===== config.mk =====
export PLATFORM = sky130hd
export DESIGN_NAME = counter_delta_sampler_flat
export DESIGN_NICKNAME = d
export VERILOG_FILES = /design/src/rtl/counter_delta_sampler_if.sv /design/src/rtl/counter_delta_sampler.sv /design/src/flat_wrapper.sv
export SDC_FILE = /design/constraint.sdc
export NUM_CORES = 1
export LEC_CHECK = 0
export CORE_ASPECT_RATIO = 1.4
export CORE_MARGIN = 5
export CORE_UTILIZATION = 51
export CTS_CLUSTER_DIAMETER = 30
export CTS_CLUSTER_SIZE = 20
export DETAILED_ROUTE_END_ITERATION = 7
export PLACE_DENSITY = 0.72
export RECOVER_POWER = 100
export SLEW_MARGIN = 10
export SYNTH_ARGS = -nofsm -noshare
export SYNTH_HDL_FRONTEND = slang
export SYNTH_SLANG_ARGS = --single-unit

===== constraint.sdc =====
create_clock -name clk -period 4.7 [get_ports clk]
set_input_delay 1.41 -clock clk [delete_from_list [all_inputs] [get_ports clk]]
set_output_delay 1.41 -clock clk [all_outputs]
set_load 0.1 [all_outputs]

===== src/rtl/counter_delta_sampler_if.sv =====
// Stream and status bundle for counter_delta_sampler: the sample/count input side,
// the val/rdy delta output stream and the overflow/occupancy status.
interface counter_delta_sampler_if #(
  parameter int DEPTH = 4
);
  logic                     sample;
  logic [31:0]              count_in;
  logic                     ostream_val;
  logic                     ostream_rdy;
  logic [31:0]              ostream_msg;
  logic                     overflow;
  logic [$clog2(DEPTH):0]   occupancy;

  // master: the sampler itself; slave: the environment driving samples and consuming deltas
  modport master (
    input  sample, count_in, ostream_rdy,
    output ostream_val, ostream_msg, overflow, occupancy
  );

  modport slave (
    output sample, count_in, ostream_rdy,
    input  ostream_val, ostream_msg, overflow, occupancy
  );
endinterface


===== src/rtl/counter_delta_sampler.sv =====
// Captures the free-running event counter on each sample strobe and queues the modulo-2^32
// delta since the last accepted sample. Optional macro: COUNTER_DELTA_SAMPLER_BYPASS_EN.
module counter_delta_sampler #(
  parameter int DEPTH = 4
) (
  input logic                     clk,
  input logic                     reset,
  counter_delta_sampler_if.master bus
);

  localparam int PTR_W = $clog2(DEPTH);
  localparam int OCC_W = PTR_W + 1;

  logic [31:0]      mem [DEPTH];
  logic [PTR_W-1:0] rd_ptr;
  logic [PTR_W-1:0] wr_ptr;
  logic [OCC_W-1:0] occ;
  logic [31:0]      prev;
  logic             overflow_q;

  logic [31:0]      delta;
  logic             fifo_val;
  logic             full;
  logic             pop;
  logic             accept;
  logic             bypass;
  logic             push;

  // NOTE: every signal assigned in always_comb gets a value on every path, so no latch is inferred.
  always_comb begin
    delta    = bus.count_in - prev;
    fifo_val = (occ != '0);
    full     = (occ == OCC_W'(DEPTH));
    pop      = fifo_val && bus.ostream_rdy;
    // A pop in the same cycle frees the slot, so a full FIFO can still accept.
    accept   = bus.sample && !reset && (!full || pop);
`ifdef COUNTER_DELTA_SAMPLER_BYPASS_EN
    bypass   = bus.sample && !reset && !fifo_val && bus.ostream_rdy;
`else
    bypass   = 1'b0;
`endif
    push     = accept && !bypass;
  end

`ifdef COUNTER_DELTA_SAMPLER_BYPASS_EN
  // Comb path sample -> ostream_val/msg when the FIFO is empty and the consumer is ready.
  assign bus.ostream_val = fifo_val || bypass;
  assign bus.ostream_msg = bypass ? delta : mem[rd_ptr];
`else
  assign bus.ostream_val = fifo_val;
  assign bus.ostream_msg = mem[rd_ptr];
`endif

  assign bus.overflow  = overflow_q;
  assign bus.occupancy = occ;

  // NOTE: sequential state uses non-blocking assignments so all registers update from pre-edge values.
  always_ff @(posedge clk) begin
    if (reset) begin
      rd_ptr     <= '0;
      wr_ptr     <= '0;
      occ        <= '0;
      prev       <= '0;
      overflow_q <= 1'b0;
    end else begin
      if (accept) prev <= bus.count_in;
      if (bus.sample && !accept) overflow_q <= 1'b1;
      if (push) wr_ptr <= wr_ptr + PTR_W'(1);
      if (pop)  rd_ptr <= rd_ptr + PTR_W'(1);
      case ({push, pop})
        2'b10:   occ <= occ + OCC_W'(1);
        2'b01:   occ <= occ - OCC_W'(1);
        default: occ <= occ;
      endcase
    end
  end

  // NOTE: storage is not reset; the pointers and occupancy alone define which entries are valid.
  always_ff @(posedge clk) begin
    if (push) mem[wr_ptr] <= delta;
  end

endmodule

===== src/flat_wrapper.sv =====
// flat-port wrapper written by rule: the top's interface ports become plain ports
module counter_delta_sampler_flat 
#(
  parameter int DEPTH = 4
)
  (clk, reset, bus_sample, bus_count_in, bus_ostream_rdy, bus_ostream_val, bus_ostream_msg, bus_overflow, bus_occupancy);
  counter_delta_sampler_if #(.DEPTH(DEPTH)) bus_i ();
  input logic clk;
  input logic reset;
  input wire logic [$bits(bus_i.sample)-1:0] bus_sample;
  input wire logic [$bits(bus_i.count_in)-1:0] bus_count_in;
  input wire logic [$bits(bus_i.ostream_rdy)-1:0] bus_ostream_rdy;
  output wire logic [$bits(bus_i.ostream_val)-1:0] bus_ostream_val;
  output wire logic [$bits(bus_i.ostream_msg)-1:0] bus_ostream_msg;
  output wire logic [$bits(bus_i.overflow)-1:0] bus_overflow;
  output wire logic [$bits(bus_i.occupancy)-1:0] bus_occupancy;
  assign bus_i.sample = bus_sample;
  assign bus_i.count_in = bus_count_in;
  assign bus_i.ostream_rdy = bus_ostream_rdy;
  assign bus_ostream_val = bus_i.ostream_val;
  assign bus_ostream_msg = bus_i.ostream_msg;
  assign bus_overflow = bus_i.overflow;
  assign bus_occupancy = bus_i.occupancy;
  counter_delta_sampler #(.DEPTH(DEPTH)) u_core (.clk(clk), .reset(reset), .bus(bus_i));
endmodule

==> metrics.csv <==
metric,value,unit
status,finished with violations,
violations,"capacitance limit, slew limit",
synth_area_leaders,"edfxtp_1 (48%), dfxtp_1 (11%), mux4_2 (9.1%)",
synth-seq-area-share,59.0,%
worst_path_largest_cell_delay,0.56,ns
avgRoutedWirePerCell,17.3,um
die_x,115,um
final_nets,749,
grt_pass1_vias,4963,
synth_edf_count,128,
register_area,0.00468,mm^2
drc,0,
placement_rows,54,
holdWs,0.478,ns
relSlewSlack,-3.56,%
clock_latency,0.42,ns
syn_nets,670,
crit_fanout,4,
critPathLaunchType,input port,
p_leak,3.28,nW
slowest_stage,dlygate4sd3_1,
crit_chain,"dlygate4sd3_1, inv_1, ha_1, fa_1, nor2b_1, o2111a_1, o2111a_1, a2111oi_0, o31ai_1, clkbuf_1, a311o_1, a21oi_1, xnor2_1",
grt_max_degree,42,
dieArea,0.0182,mm^2
post_cts_buffers,0,
drt_wl_total,15300,um
max-vdd-ir-drop,0.277,mV
setup_viol,0,
worst-slew-pin-transition,1.55,ns
synth-seq-cells,170,
yosysWarnings,0,
max-cap-violations,1,
diodes,0,
grt_usage,17.9,%
synth_top_cell_area_share,48.4,%
synth.cell_area,0.00794,mm^2
synth_cells,597,
cts.sinks,170,
drive_gt1_share,16.3,%
coreArea,0.0155,mm^2
cp_top_family,compound AO/OA/AOI/OAI gates,
multi_input_area,0.00301,mm^2
post-dp-hpwl,10700,um
initial_core_util,51.3,%
endpoint_kind,flop,
drt-pass1-iter-count,5,
cp.arrival,4.54,ns
die_h,158,um
cts_tree,yes,
gp_congestion,0.832,
clockBufferDepth,2,
avgSynthCellArea,13.3,um^2
finalSetupTns,0,ns
n_fill_cell,1198,
max_freq,230,MHz
dp_cells,853,
cts_resized,0,
synth.largest_area_cell,edfxtp_1,
fin_skew,0.0129,ns
synth-async-reset-ratio,0,%
stdcell_count,885,
io_pins,73,
portBuffers,72,
critPathRequiredTime,4.91,ns
power_density,487,mW/mm^2
vias,4938,
hold_path_class,flop to flop,
ctsHtreeMaxLevel,4,
hold_buffers,0,
area_growth,17.5,%
cts_inserted_buffers,17,
drt_iter0_drc,301,
worstSetupPathType,input port to flop,
grt.overflow.total,0,
drv_slew,38,
fin_crit_sh,92.3,%
hold_viol_final,0,
path_clk_slew,0.07,ns
detail-route-antenna-nets,0,
grt_pass1_wl,25200,um
cts_root_buf,clkbuf_16,
path_buf_inv,3,
crit_top_cell,o2111a_1,
yosysUniqueCellTypes,53,
ys_dominant_reg_cell,edfxtp_1,
vias_per_cell,5.58,
fin_util,60.3,%
layout_min_cycle_time,4.34,ns
rsz0062_at_grt,false,
antenna_found_initial,0,
metrics by stage:
step                      power, W  setup WS, ns  cell area (um^2)
after global placement     0.00320         0.189              8830
after global routing       0.00474         0.148              9330
after floorplan            0.00292         0.904              7940
after CTS                  0.00463         0.530              9440
after detailed placement   0.00323        0.0972              8830
final                      0.00455         0.361              9330
metal layers:
metal  track usage, %  part of all wire, %  vias up
met5                0                    0        -
met4             5.20                  1.2        0
met3             3.86                  4.0       14
met2             29.4                   50      126
met1             24.2                   45     2375
li1                 -                    -     2423
cell usage after synthesis (3+ instances only):
cell and n:
o21ai_0 20, dfxtp_1 42, o211ai_1 3, a21oi_1 31, edfxtp_1 128, and3_1 3, xor2_1 12, nor3_1 8
mux4_2 32, or2_2 3, nor2b_1 5, inv_1 40, nand2_1 51, a31oi_1 6, nor2_1 21, nand2b_1 10
o31ai_1 33, nand3_1 6, xnor2_1 22, clkbuf_1 16, and2_1 7, ha_1 35, or3_1 3, a21o_1 11
o21a_1 5, buf_1 5, a211oi_1 3
layout by cell type (no fill, tap or decap), types with 11 or more instances in the layout:
| master | count |
|---|---|
| a21oi_1 | 31 |
| clkbuf_2 | 25 |
| a21o_1 | 11 |
| xnor2_1 | 22 |
| ha_1 | 35 |
| edfxtp_1 | 128 |
| clkbuf_16 | 17 |
| mux4_2 | 32 |
| o21ai_0 | 20 |
| nor2_1 | 20 |
| clkdlybuf4s50_1 | 30 |
| dfxtp_1 | 42 |
| xor2_1 | 12 |
| o31ai_1 | 33 |
| inv_1 | 40 |
| nand2_1 | 51 |
layout make-up:
cell class	count	share of cell area (%)
sequential	170	50.2
multi-input combinational	364	32.3
timing repair buffer	83	6.76
clock buffer	17	4.56
tap	196	2.63
clock inverter	15	1.94
inverter	40	1.61
worst register-to-register path, cell delays in order (launching register included):
cell and delay, ns:
dfxtp_1 0.32, inv_1 0.05, ha_1 0.33, nor2b_1 0.17
o2111a_1 0.27, o2111a_1 0.27, a2111oi_0 0.48, o31ai_1 0.12
clkbuf_1 0.16, a311o_1 0.32, a21oi_1 0.17, xnor2_1 0.20
kinds of logic (layout without fill, tap and decap cells):
logic type	count (synthesis)	after routing	share of synthesized area, %
flip-flops	170	170	59.0
AND/OR/NAND/NOR	131	131	8.00
AO/OA/AOI/OAI	129	129	11.0
buffers and inverters	63	155	3.01
adder cells (fa/ha/maj)	37	37	6.02
XOR/XNOR	34	34	3.75
multiplexers	33	33	9.20
worst paths after layout:
path,slack (ns),startpoint,endpoint,cells after the start
setup / recovery,0.36,bus_count_in[0],u_core.mem[0][24]$_DFFE_PP_,13
setup reg to reg,1.62,u_core.prev[2]$_SDFFE_PP0P_,u_core.mem[0][24]$_DFFE_PP_,11
hold / removal,0.48,u_core.prev[20]$_SDFFE_PP0P_,u_core.prev[20]$_SDFFE_PP0P_,2
hold reg to reg,0.48,u_core.prev[20]$_SDFFE_PP0P_,u_core.prev[20]$_SDFFE_PP0P_,2
sequential cells by signal, indices dropped and copies added (netlist names), named ones only:
signal                count
u_core.bus.occupancy      3
u_core.bus.overflow       1
u_core.mem              128
u_core.prev              32
u_core.rd_ptr             2
u_core.wr_ptr             2
report_power, final:
part,internal (W),switching (W)
sequential,0.00178,0.0000452
clock,0.000802,0.000598
combinational,0.000361,0.000960
No activity file was read; power rests on OpenSTA's default activity.
